==> config.mk <==
export PLATFORM = sky130hd
export DESIGN_NAME = sram_mem_ctrl_flat
export DESIGN_NICKNAME = d
export VERILOG_FILES = /design/src/rtl/sram_mem_ctrl_if.sv /design/src/rtl/sram_mem_ctrl.sv /design/src/flat_wrapper.sv
export SDC_FILE = /design/constraint.sdc
export NUM_CORES = 1
export LEC_CHECK = 0
export CORE_MARGIN = 4
export CORE_UTILIZATION = 43
export DETAILED_ROUTE_END_ITERATION = 8
export PLACE_DENSITY = 0.77
export SLEW_MARGIN = 20
export SYNTH_ARGS = -nofsm -noshare
export SYNTH_HDL_FRONTEND = slang
export SYNTH_SLANG_ARGS = --single-unit
==> constraint.sdc <==
create_clock -name clk -period 2.05 [get_ports clk]
set_input_delay 0.5125 -clock clk [delete_from_list [all_inputs] [get_ports clk]]
set_output_delay 0.5125 -clock clk [all_outputs]
set_load 0.03 [all_outputs]
==> src/rtl/sram_mem_ctrl_if.sv <==
// Bundle between the MEM stage and the SRAM sequencer: pipeline request side plus
// the external 16-bit asynchronous SRAM pins.
interface sram_mem_ctrl_if #(
  parameter int ADDR_W = 18
);
  logic              rd_en;
  logic              wr_en;
  logic [31:0]       addr;
  logic [31:0]       wdata;
  logic [31:0]       rdata;
  logic              ready;
  logic              freeze;
  logic [ADDR_W-1:0] sram_addr;
  logic [15:0]       sram_wdata;
  logic              sram_dq_oe;
  logic              sram_we_n;
  logic              sram_oe_n;
  logic [15:0]       sram_rdata;

  modport slave (
    input  rd_en, wr_en, addr, wdata, sram_rdata,
    output rdata, ready, freeze, sram_addr, sram_wdata, sram_dq_oe, sram_we_n, sram_oe_n
  );

  modport master (
    output rd_en, wr_en, addr, wdata, sram_rdata,
    input  rdata, ready, freeze, sram_addr, sram_wdata, sram_dq_oe, sram_we_n, sram_oe_n
  );
endinterface

==> src/rtl/sram_mem_ctrl.sv <==
// Splits each 32-bit MEM-stage access into two 16-bit SRAM phases (low half, then high half)
// and freezes the pipeline until the word is complete.
//
// state | meaning
// IDLE  | waiting for rd_en/wr_en; request latched on exit
// LOW   | SRAM phase for half-word 0
// HIGH  | SRAM phase for half-word 1
// DONE  | one-cycle ready pulse, strobes inactive
module sram_mem_ctrl #(
  parameter int ADDR_W      = 18,
  parameter int WAIT_CYCLES = 2
) (
  input  logic           clk,
  input  logic           rst,
  sram_mem_ctrl_if.slave bus
);
  localparam int                CNT_W     = (WAIT_CYCLES > 0) ? $clog2(WAIT_CYCLES + 1) : 1;
  localparam logic [CNT_W-1:0]  CNT_MAX   = CNT_W'(WAIT_CYCLES);
  localparam int                WE_CYCLES = (WAIT_CYCLES > 0) ? WAIT_CYCLES : 1;

  typedef enum logic [1:0] {IDLE, LOW, HIGH, DONE} state_t;

  state_t            state, state_nx;
  logic [CNT_W-1:0]  count;
  logic [ADDR_W-2:0] addr_q;
  logic [31:0]       wdata_q;
  logic [31:0]       rdata_q;
  logic              op_wr;
  logic              req;
  logic              in_phase;
  logic              phase_end;

  logic              ready_c;
  logic [ADDR_W-1:0] sram_addr_c;
  logic [15:0]       sram_wdata_c;
  logic              dq_oe_c;
  logic              we_n_c;
  logic              oe_n_c;

  assign req       = bus.rd_en | bus.wr_en;
  assign in_phase  = (state == LOW) || (state == HIGH);
  assign phase_end = in_phase && (count == CNT_MAX);

  always_ff @(posedge clk or negedge rst) begin
    if (!rst) begin
      state   <= IDLE;
      count   <= '0;
      addr_q  <= '0;
      wdata_q <= '0;
      op_wr   <= 1'b0;
      rdata_q <= '0;
    end else begin
      state <= state_nx;
      if (state == IDLE && req) begin
        addr_q  <= bus.addr[ADDR_W:2];
        wdata_q <= bus.wdata;
        op_wr   <= bus.wr_en;
      end
      if (in_phase && !phase_end) count <= count + CNT_W'(1);
      else                        count <= '0;
      // Capture on the last cycle of a read phase, when SRAM access time has elapsed
      if (phase_end && !op_wr) begin
        if (state == LOW) rdata_q[15:0]  <= bus.sram_rdata;
        else              rdata_q[31:16] <= bus.sram_rdata;
      end
    end
  end

  always_comb begin
    state_nx = state;
    case (state)
      IDLE:    if (req) state_nx = LOW;
      LOW:     if (phase_end) state_nx = HIGH;
      HIGH:    if (phase_end) state_nx = DONE;
      DONE:    state_nx = IDLE;
      default: state_nx = IDLE;
    endcase
  end

  always_comb begin
    ready_c      = 1'b0;
    sram_addr_c  = '0;
    sram_wdata_c = '0;
    dq_oe_c      = 1'b0;
    we_n_c       = 1'b1;
    oe_n_c       = 1'b1;
    case (state)
      LOW, HIGH: begin
        sram_addr_c = {addr_q, state == HIGH};
        if (op_wr) begin
          dq_oe_c      = 1'b1;
          sram_wdata_c = (state == HIGH) ? wdata_q[31:16] : wdata_q[15:0];
          // Strobe released on the last cycle so data/address hold past the rising we_n
          we_n_c       = !(32'(count) < 32'(WE_CYCLES));
        end else begin
          oe_n_c = 1'b0;
        end
      end
      DONE:    ready_c = 1'b1;
      default: ;
    endcase
  end

  assign bus.ready      = ready_c;
  assign bus.freeze     = req & ~ready_c & rst;
  assign bus.rdata      = rdata_q;
  assign bus.sram_addr  = sram_addr_c;
  assign bus.sram_wdata = sram_wdata_c;
  assign bus.sram_dq_oe = dq_oe_c;
  assign bus.sram_we_n  = we_n_c;
  assign bus.sram_oe_n  = oe_n_c;
endmodule
==> src/flat_wrapper.sv <==
// flat-port wrapper written by rule: the top's interface ports become plain ports
module sram_mem_ctrl_flat 
#(
  parameter int ADDR_W      = 18,
  parameter int WAIT_CYCLES = 2
)
  (clk, rst, bus_rd_en, bus_wr_en, bus_addr, bus_wdata, bus_sram_rdata, bus_rdata, bus_ready, bus_freeze, bus_sram_addr, bus_sram_wdata, bus_sram_dq_oe, bus_sram_we_n, bus_sram_oe_n);
  sram_mem_ctrl_if #(.ADDR_W(ADDR_W)) bus_i ();
  input  logic clk;
  input  logic rst;
  input wire logic [$bits(bus_i.rd_en)-1:0] bus_rd_en;
  input wire logic [$bits(bus_i.wr_en)-1:0] bus_wr_en;
  input wire logic [$bits(bus_i.addr)-1:0] bus_addr;
  input wire logic [$bits(bus_i.wdata)-1:0] bus_wdata;
  input wire logic [$bits(bus_i.sram_rdata)-1:0] bus_sram_rdata;
  output wire logic [$bits(bus_i.rdata)-1:0] bus_rdata;
  output wire logic [$bits(bus_i.ready)-1:0] bus_ready;
  output wire logic [$bits(bus_i.freeze)-1:0] bus_freeze;
  output wire logic [$bits(bus_i.sram_addr)-1:0] bus_sram_addr;
  output wire logic [$bits(bus_i.sram_wdata)-1:0] bus_sram_wdata;
  output wire logic [$bits(bus_i.sram_dq_oe)-1:0] bus_sram_dq_oe;
  output wire logic [$bits(bus_i.sram_we_n)-1:0] bus_sram_we_n;
  output wire logic [$bits(bus_i.sram_oe_n)-1:0] bus_sram_oe_n;
  assign bus_i.rd_en = bus_rd_en;
  assign bus_i.wr_en = bus_wr_en;
  assign bus_i.addr = bus_addr;
  assign bus_i.wdata = bus_wdata;
  assign bus_i.sram_rdata = bus_sram_rdata;
  assign bus_rdata = bus_i.rdata;
  assign bus_ready = bus_i.ready;
  assign bus_freeze = bus_i.freeze;
  assign bus_sram_addr = bus_i.sram_addr;
  assign bus_sram_wdata = bus_i.sram_wdata;
  assign bus_sram_dq_oe = bus_i.sram_dq_oe;
  assign bus_sram_we_n = bus_i.sram_we_n;
  assign bus_sram_oe_n = bus_i.sram_oe_n;
  sram_mem_ctrl #(.ADDR_W(ADDR_W), .WAIT_CYCLES(WAIT_CYCLES)) u_core (.clk(clk), .rst(rst), .bus(bus_i));
endmodule
==> results of run 1 <==
[per-layer routing]
metal  routed length, um  global-route usage [%]
met1                3570                    20.9
met5                   0                       0
met2                4670                    30.0
met4                  77                    5.49
met3                 465                    4.10
[worst reg2reg max path: cells and delay by family, from the launching register on]
family	cells	cell delay, ps
buffers and inverters	3	440
DFF	1	410
muxes	1	340
and+or+nand+nor	2	320
adders and majority gates	1	300
[logic make-up (layout without fill, tap and decap cells)]
kind of cell             Yosys count  after routing  synth area share (%)
multiplexers                      98             98                  29.6
flip-flops                        86             86                  58.8
AND/OR/NAND/NOR                   46             46                  6.97
buffers and inverters             16            177                  2.12
adder cells (fa/ha/maj)            5              5                  1.71
AO/OA/AOI/OAI                      4              4                 0.786
[repair_timing]
action	CTS	global route
gates resized for setup	27	25
buffers inserted	2	1
cloned	1	1
pin swaps	4	5
endpoints found under the setup margin	53	53
[report_power, final]
group	switching [W]	internal (W)
sequential	0.000487	0.00256
clock	0.000594	0.000666
combinational	0.00338	0.00324
[how the worst max path moves through the flow]
stage | cells after the start | slack (ps) | end
finish | 6 | -110 | bus_sram_wdata[9]
global route | 6 | -190 | bus_sram_wdata[13]
CTS | 6 | -120 | bus_sram_wdata[9]
detailed placement | 5 | -90 | u_core.bus.rdata[14]
global placement | 5 | -90 | u_core.bus.rdata[1]
floorplan | 6 | -20 | bus_sram_wdata[10]
[flip-flops by register name, indices dropped and copies added (netlist names)]
signal            flops
u_core.count          2
u_core.addr_q        17
u_core.wdata_q       32
u_core.op_wr          1
u_core.bus.rdata     32
u_core.state          2
[layout by cell type, fill, tap and decap left out, drive strengths merged]
master         instances
a21oi                  1
a2bb2oi                1
and2                  17
buf                   56
bufinv                 1
clkbuf                13
clkdlybuf4s50         99
clkinv                 1
clkinvlp               2
dfrtp                 86
dlygate4sd2            1
ha                     5
inv                    4
mux2                  82
mux2i                 16
nand2                  4
nand2b                 2
nand4b                 1
nor2                  19
nor3b                  2
o21ai                  1
o32a                   1
or2                    1
[per-stage QoR]
step	instance area (um^2)	TNS, ps	power, W	hold slack [ps]
6_report	5750	-2500	0.0109	204
5_1_grt	5750	-5920	0.0115	228
4_1_cts	5590	-2550	0.0106	225
3_5_place_dp	5230	-1270	0.00892	422
3_3_place_gp	5230	-1440	0.00879	414
2_1_floorplan	3710	-83.6	0.00669	217
[layout make-up]
cell class	instances	area [um^2]	area share, %
flip-flops and latches	86	2150	37.4
multi-input cells	153	1630	28.3
repair buffers	157	1600	27.9
clock buffers	12	165	2.87
well taps	105	131	2.29
clock inverters	4	53.8	0.936
inverters	4	15.0	0.261
==> flow_summary.json, run 1 <==
{
  "pre_cts_slack_ps": -90.9,
  "std_cell_rows": 33,
  "dpl.cell_count": 500,
  "die_area_mm2": 0.0101,
  "core_mm2": 0.00826,
  "crit_top_cell": "buf_6",
  "ys_top_cells_by_area": "dfrtp_1 (59%), mux2_2 (25%), mux2i_1 (4.4%)",
  "cts_max_path_buffers": 2,
  "ir_drop_mv": 1.06,
  "dr_total_vias": 2541,
  "finalNonFillerCells": 521,
  "place.gp.congestion": 0.765,
  "crit_start": "u_core.state[1]",
  "n_antenna_cell": 0,
  "end_kind": "output port",
  "syn_avg_cell_area_um2": 14.4,
  "path_clk_slew_ps": 90,
  "dieWidth_um": 100,
  "crit_slowest_cell": "dfrtp_1",
  "required_ps": 1540,
  "r2r_cells": 7,
  "grt.total_usage_pct": 17.2,
  "final_nets": 500,
  "yosysSeqAreaShare_pct": 58.8,
  "die_h_um": 100,
  "synth_top_area_share_pct": 58.8,
  "ant_nets": 0,
  "status": "finished, violations left",
  "hpwl_um": 6060,
  "power_density_mw_per_mm2": 1900,
  "clock.fmax_mhz": 462,
  "area.growth.synth_to_final_pct": 57.1,
  "cpLargestDelayFamily": "buffers and inverters",
  "maxCapViolCount": 0,
  "grt_pass1_vias": 2759,
  "yosysMostFrequentCell": "dfrtp_1",
  "crit_buf_inv": 3,
  "hold_viol": 0,
  "worst_pin_slew_ps": 463,
  "synth-seq-cells": 86,
  "grt_first_pass_wirelength_um": 13500,
  "drc": 0,
  "cp_cell_sequence": "buf_6, ha_4, buf_12, mux2i_4, nor2_2, buf_6",
  "cts_tree": "yes",
  "io_buffers": 139,
  "clock_latency_ps": 340,
  "setup_viol": 36,
  "r2r_end": "u_core.bus.rdata[18]",
  "arrival_ps": 1650,
  "routed_via_density": 4.88,
  "hold_path.class": "input pin to async pin",
  "clock_sinks": 86,
  "synth_top_cells_by_count": "dfrtp_1 (86), mux2_2 (82), nor2_1 (19), and2_1 (17), mux2i_1 (16)",
  "cts_hold_buf": 0,
  "p_leak_nw": 2.48,
  "cts-root-buf": "clkbuf_8",
  "n_fill_cell": 599,
  "first_iter_violations": 57,
  "final.setup.worst_slack_ps": -112,
  "synth.distinct_cells": 21,
  "synth_fp_nets": 344,
  "postLayoutCoreUtil_pct": 69.6,
  "antenna_found_initial": 0,
  "rrSetupSlack_ps": 130,
  "slew_headroom_pct": 69.1,
  "initial_core_util_pct": 44.3,
  "cts_made_buffers": 9,
  "worst-setup-path-type": "flip-flop to output port",
  "min_period_ps": 2160,
  "ys_warn_count": 0,
  "first_pass_iters": 4,
  "grt_overflow_total": 0,
  "slew_violations": 0,
  "critPathLaunchType": "flip-flop",
  "grt_start_max_net_pins": 87,
  "layout_worst_path_cycle_share_pct": 105,
  "syn_inst": 255,
  "cts_max_level": 3,
  "rsz0062_at_grt": "yes",
  "synth.cell_area_mm2": 0.00366,
  "finalClockSkew_ps": 11.1,
  "io_pins": 155,
  "drive_gt1_share_pct": 47.8,
  "r2r-start": "u_core.state[1]",
  "synthArstFlopShare_pct": 100,
  "synth_enable_flop_cells": 0,
  "synth_top_cell_by_area": "dfrtp_1",
  "worst_path_largest_cell_delay_ps": 420,
  "ys.flop_type": "dfrtp_1",
  "violations": "setup timing",
  "cp_max_fo": 7,
  "wirelength_um": 8780,
  "wl_per_cell_um": 16.8
}
Note: power is estimated with default switching activity, not from simulation.
==> inputs of run 2 (changes only) <==
--- a/config.mk
+++ b/config.mk
@@ -5,11 +5,14 @@
 export SDC_FILE = /design/constraint.sdc
 export NUM_CORES = 1
 export LEC_CHECK = 0
+export CELL_PAD_IN_SITES_DETAIL_PLACEMENT = 0
+export CELL_PAD_IN_SITES_GLOBAL_PLACEMENT = 1
 export CORE_MARGIN = 4
-export CORE_UTILIZATION = 43
+export CORE_UTILIZATION = 33
 export DETAILED_ROUTE_END_ITERATION = 8
-export PLACE_DENSITY = 0.77
+export PLACE_DENSITY = 0.76
 export SLEW_MARGIN = 20
 export SYNTH_ARGS = -nofsm -noshare
 export SYNTH_HDL_FRONTEND = slang
 export SYNTH_SLANG_ARGS = --single-unit
+export TNS_END_PERCENT = 100
==> run 2 against run 1 <==
  * The run still ends with setup timing left
  * Power rose by 1.6%
  * Via count rose by 0.98%
  * Die area rose by 28%
  * Global-route usage fell by 3.1 points
  * Clock power rose by 16%
  * Combinational power barely moved
  * Flip-flop and latch count did not move
  * First-iteration DRC count rose by 53%
  * Largest power group unchanged
  * Sequential power barely moved
  * Fmax rose by 0.26%
  * Cell count rose by 7.3%
  * Core utilization fell by 16 points
==> flow_summary.json, run 2 (synthesis results as in run 1) <==
{
  "hold_path.class": "input pin to async pin",
  "io_buffers": 139,
  "clock_sinks": 86,
  "hpwl_um": 6080,
  "postLayoutCoreUtil_pct": 53.9,
  "first_pass_iters": 4,
  "slew_headroom_pct": 69.5,
  "grt_pass1_vias": 2880,
  "p_int_w": 0.00669,
  "wirelength_um": 8710,
  "crit_path_end": "bus_sram_wdata[11]",
  "ir_drop_mv": 0.891,
  "netSwitchingPower_w": 0.00442,
  "dpl.cell_count": 538,
  "cts_hold_buf": 0,
  "rsz0062_at_grt": "yes",
  "cts-root-buf": "clkbuf_8",
  "die_area_mm2": 0.0128,
  "status": "finished, violations left",
  "worst-setup-path-type": "flip-flop to output port",
  "power_density_mw_per_mm2": 1900,
  "finalClockSkew_ps": 14.3,
  "routed_via_density": 4.59,
  "grt_overflow_total": 0,
  "final_cell_mix": "clkdlybuf4s50_1 (99), dfrtp_1 (86), mux2_2 (82), buf_4 (31), buf_6 (19)",
  "r2r-start": "u_core.state[1]",
  "rrSetupSlack_ps": 190,
  "core_mm2": 0.0108,
  "cts_max_path_buffers": 2,
  "cts_tree": "yes",
  "cp_max_fo": 8,
  "end_kind": "output port",
  "hold_viol": 0,
  "drive_gt1_share_pct": 48.7,
  "cts_made_buffers": 9,
  "maxCapViolCount": 0,
  "swShare_pct": 39.8,
  "ant_nets": 0,
  "r2r_end": "u_core.bus.rdata[26]",
  "finalNonFillerCells": 559,
  "finalSetupTns_ps": -1870,
  "io_pins": 155,
  "path_clk_slew_ps": 90,
  "grt.total_usage_pct": 14.1,
  "dieWidth_um": 113,
  "final.setup.worst_slack_ps": -107,
  "pwr-share-comb_pct": 59.7,
  "grt_start_max_net_pins": 87,
  "wl_per_cell_um": 15.6,
  "clockPowerShare_pct": 13.1,
  "antenna_found_initial": 0,
  "grt_first_pass_wirelength_um": 14300,
  "critPathLaunchType": "flip-flop",
  "dr_total_vias": 2566,
  "drc": 0,
  "min_period_ps": 2160,
  "clock.fmax_mhz": 464,
  "violations": "setup timing",
  "place.gp.congestion": 0.702,
  "arrival_ps": 1640,
  "r2r_cells": 7,
  "n_antenna_cell": 0,
  "crit_start": "u_core.state[1]",
  "setup_viol": 34,
  "initial_core_util_pct": 33.8,
  "seq_power_share_pct": 27.2,
  "clock_latency_ps": 360,
  "final_nets": 503,
  "p_leak_nw": 2.50,
  "worst_pin_slew_ps": 457,
  "final_common_cell": "clkdlybuf4s50_1",
  "cts_max_level": 3,
  "std_cell_rows": 38,
  "layout_worst_path_cycle_share_pct": 105,
  "slew_violations": 0,
  "first_iter_violations": 87,
  "required_ps": 1540,
  "area.growth.synth_to_final_pct": 59.6,
  "die_h_um": 113
}
## run 2: cell count changes in the layout (fill, tap and decap cells not counted), sizes merged
cell | previous run | this run
dlygate4sd2 | 1 | 0
clkinv | 1 | 2
inv | 4 | 3
bufinv | 1 | 3
buf | 56 | 60
clkinvlp | 2 | 1
clkbuf | 13 | 12
## run 2: area by class of cell
class | instances | area [um^2]
Multi-Input combinational cell | 153 | 1600
Timing Repair Buffer | 160 | 1640
Sequential cell | 86 | 2150
Tap cell | 140 | 175
Inverter | 4 | 20.0
Clock inverter | 5 | 106
Clock buffer | 11 | 141
Fill cell | 961 | 5000
## run 2: power groups by stage
stage	clock, W	combinational (W)	sequential (W)
floorplan	0	0.00316	0.00353
global placement	0	0.00587	0.00294
detailed placement	0	0.00593	0.00299
CTS	0.00150	0.00646	0.00298
global route	0.00159	0.00705	0.00313
finish	0.00146	0.00663	0.00302
## run 2: how the worst min path moves through the flow
stage                                end  slack, ps
detailed placement       u_core.count[0]        440
CTS                 u_core.bus.rdata[18]        230
floorplan               u_core.addr_q[0]        220
finish              u_core.bus.rdata[18]        200
global placement         u_core.count[0]        420
global route        u_core.bus.rdata[18]        210
## run 2: worst max-delay path, stage by stage (launching register included)
cell,delay (ps)
dfrtp_1,410
buf_6,130
ha_4,180
buf_12,150
mux2i_4,190
nor2_4,90
buf_6,130
## run 2: layer usage
metal  up-vias  global-route usage, %  wire length, um
met3        11                   4.12              502
met4         0                   4.81              122
met1      1276                   17.9             3680
met5         -                      0                0
met2        80                   23.1             4400
li1       1199                      -                -
## run 2: through the flow
stage	hold slack, ps	total power (W)	cell area [um^2]	setup slack, ps
6_report	202	0.0111	5840	-107
5_1_grt	211	0.0118	5840	-187
4_1_cts	226	0.0109	5740	-128
3_5_place_dp	435	0.00892	5300	0.0662
3_3_place_gp	416	0.00881	5300	17.8
2_1_floorplan	217	0.00669	3710	-15.3
## run 2: timing repair
item,in CTS,in global routing
pin swaps,5,3
gates cloned,2,0
buffers inserted,3,0
gates resized for setup,32,29
setup endpoints to repair,37,38
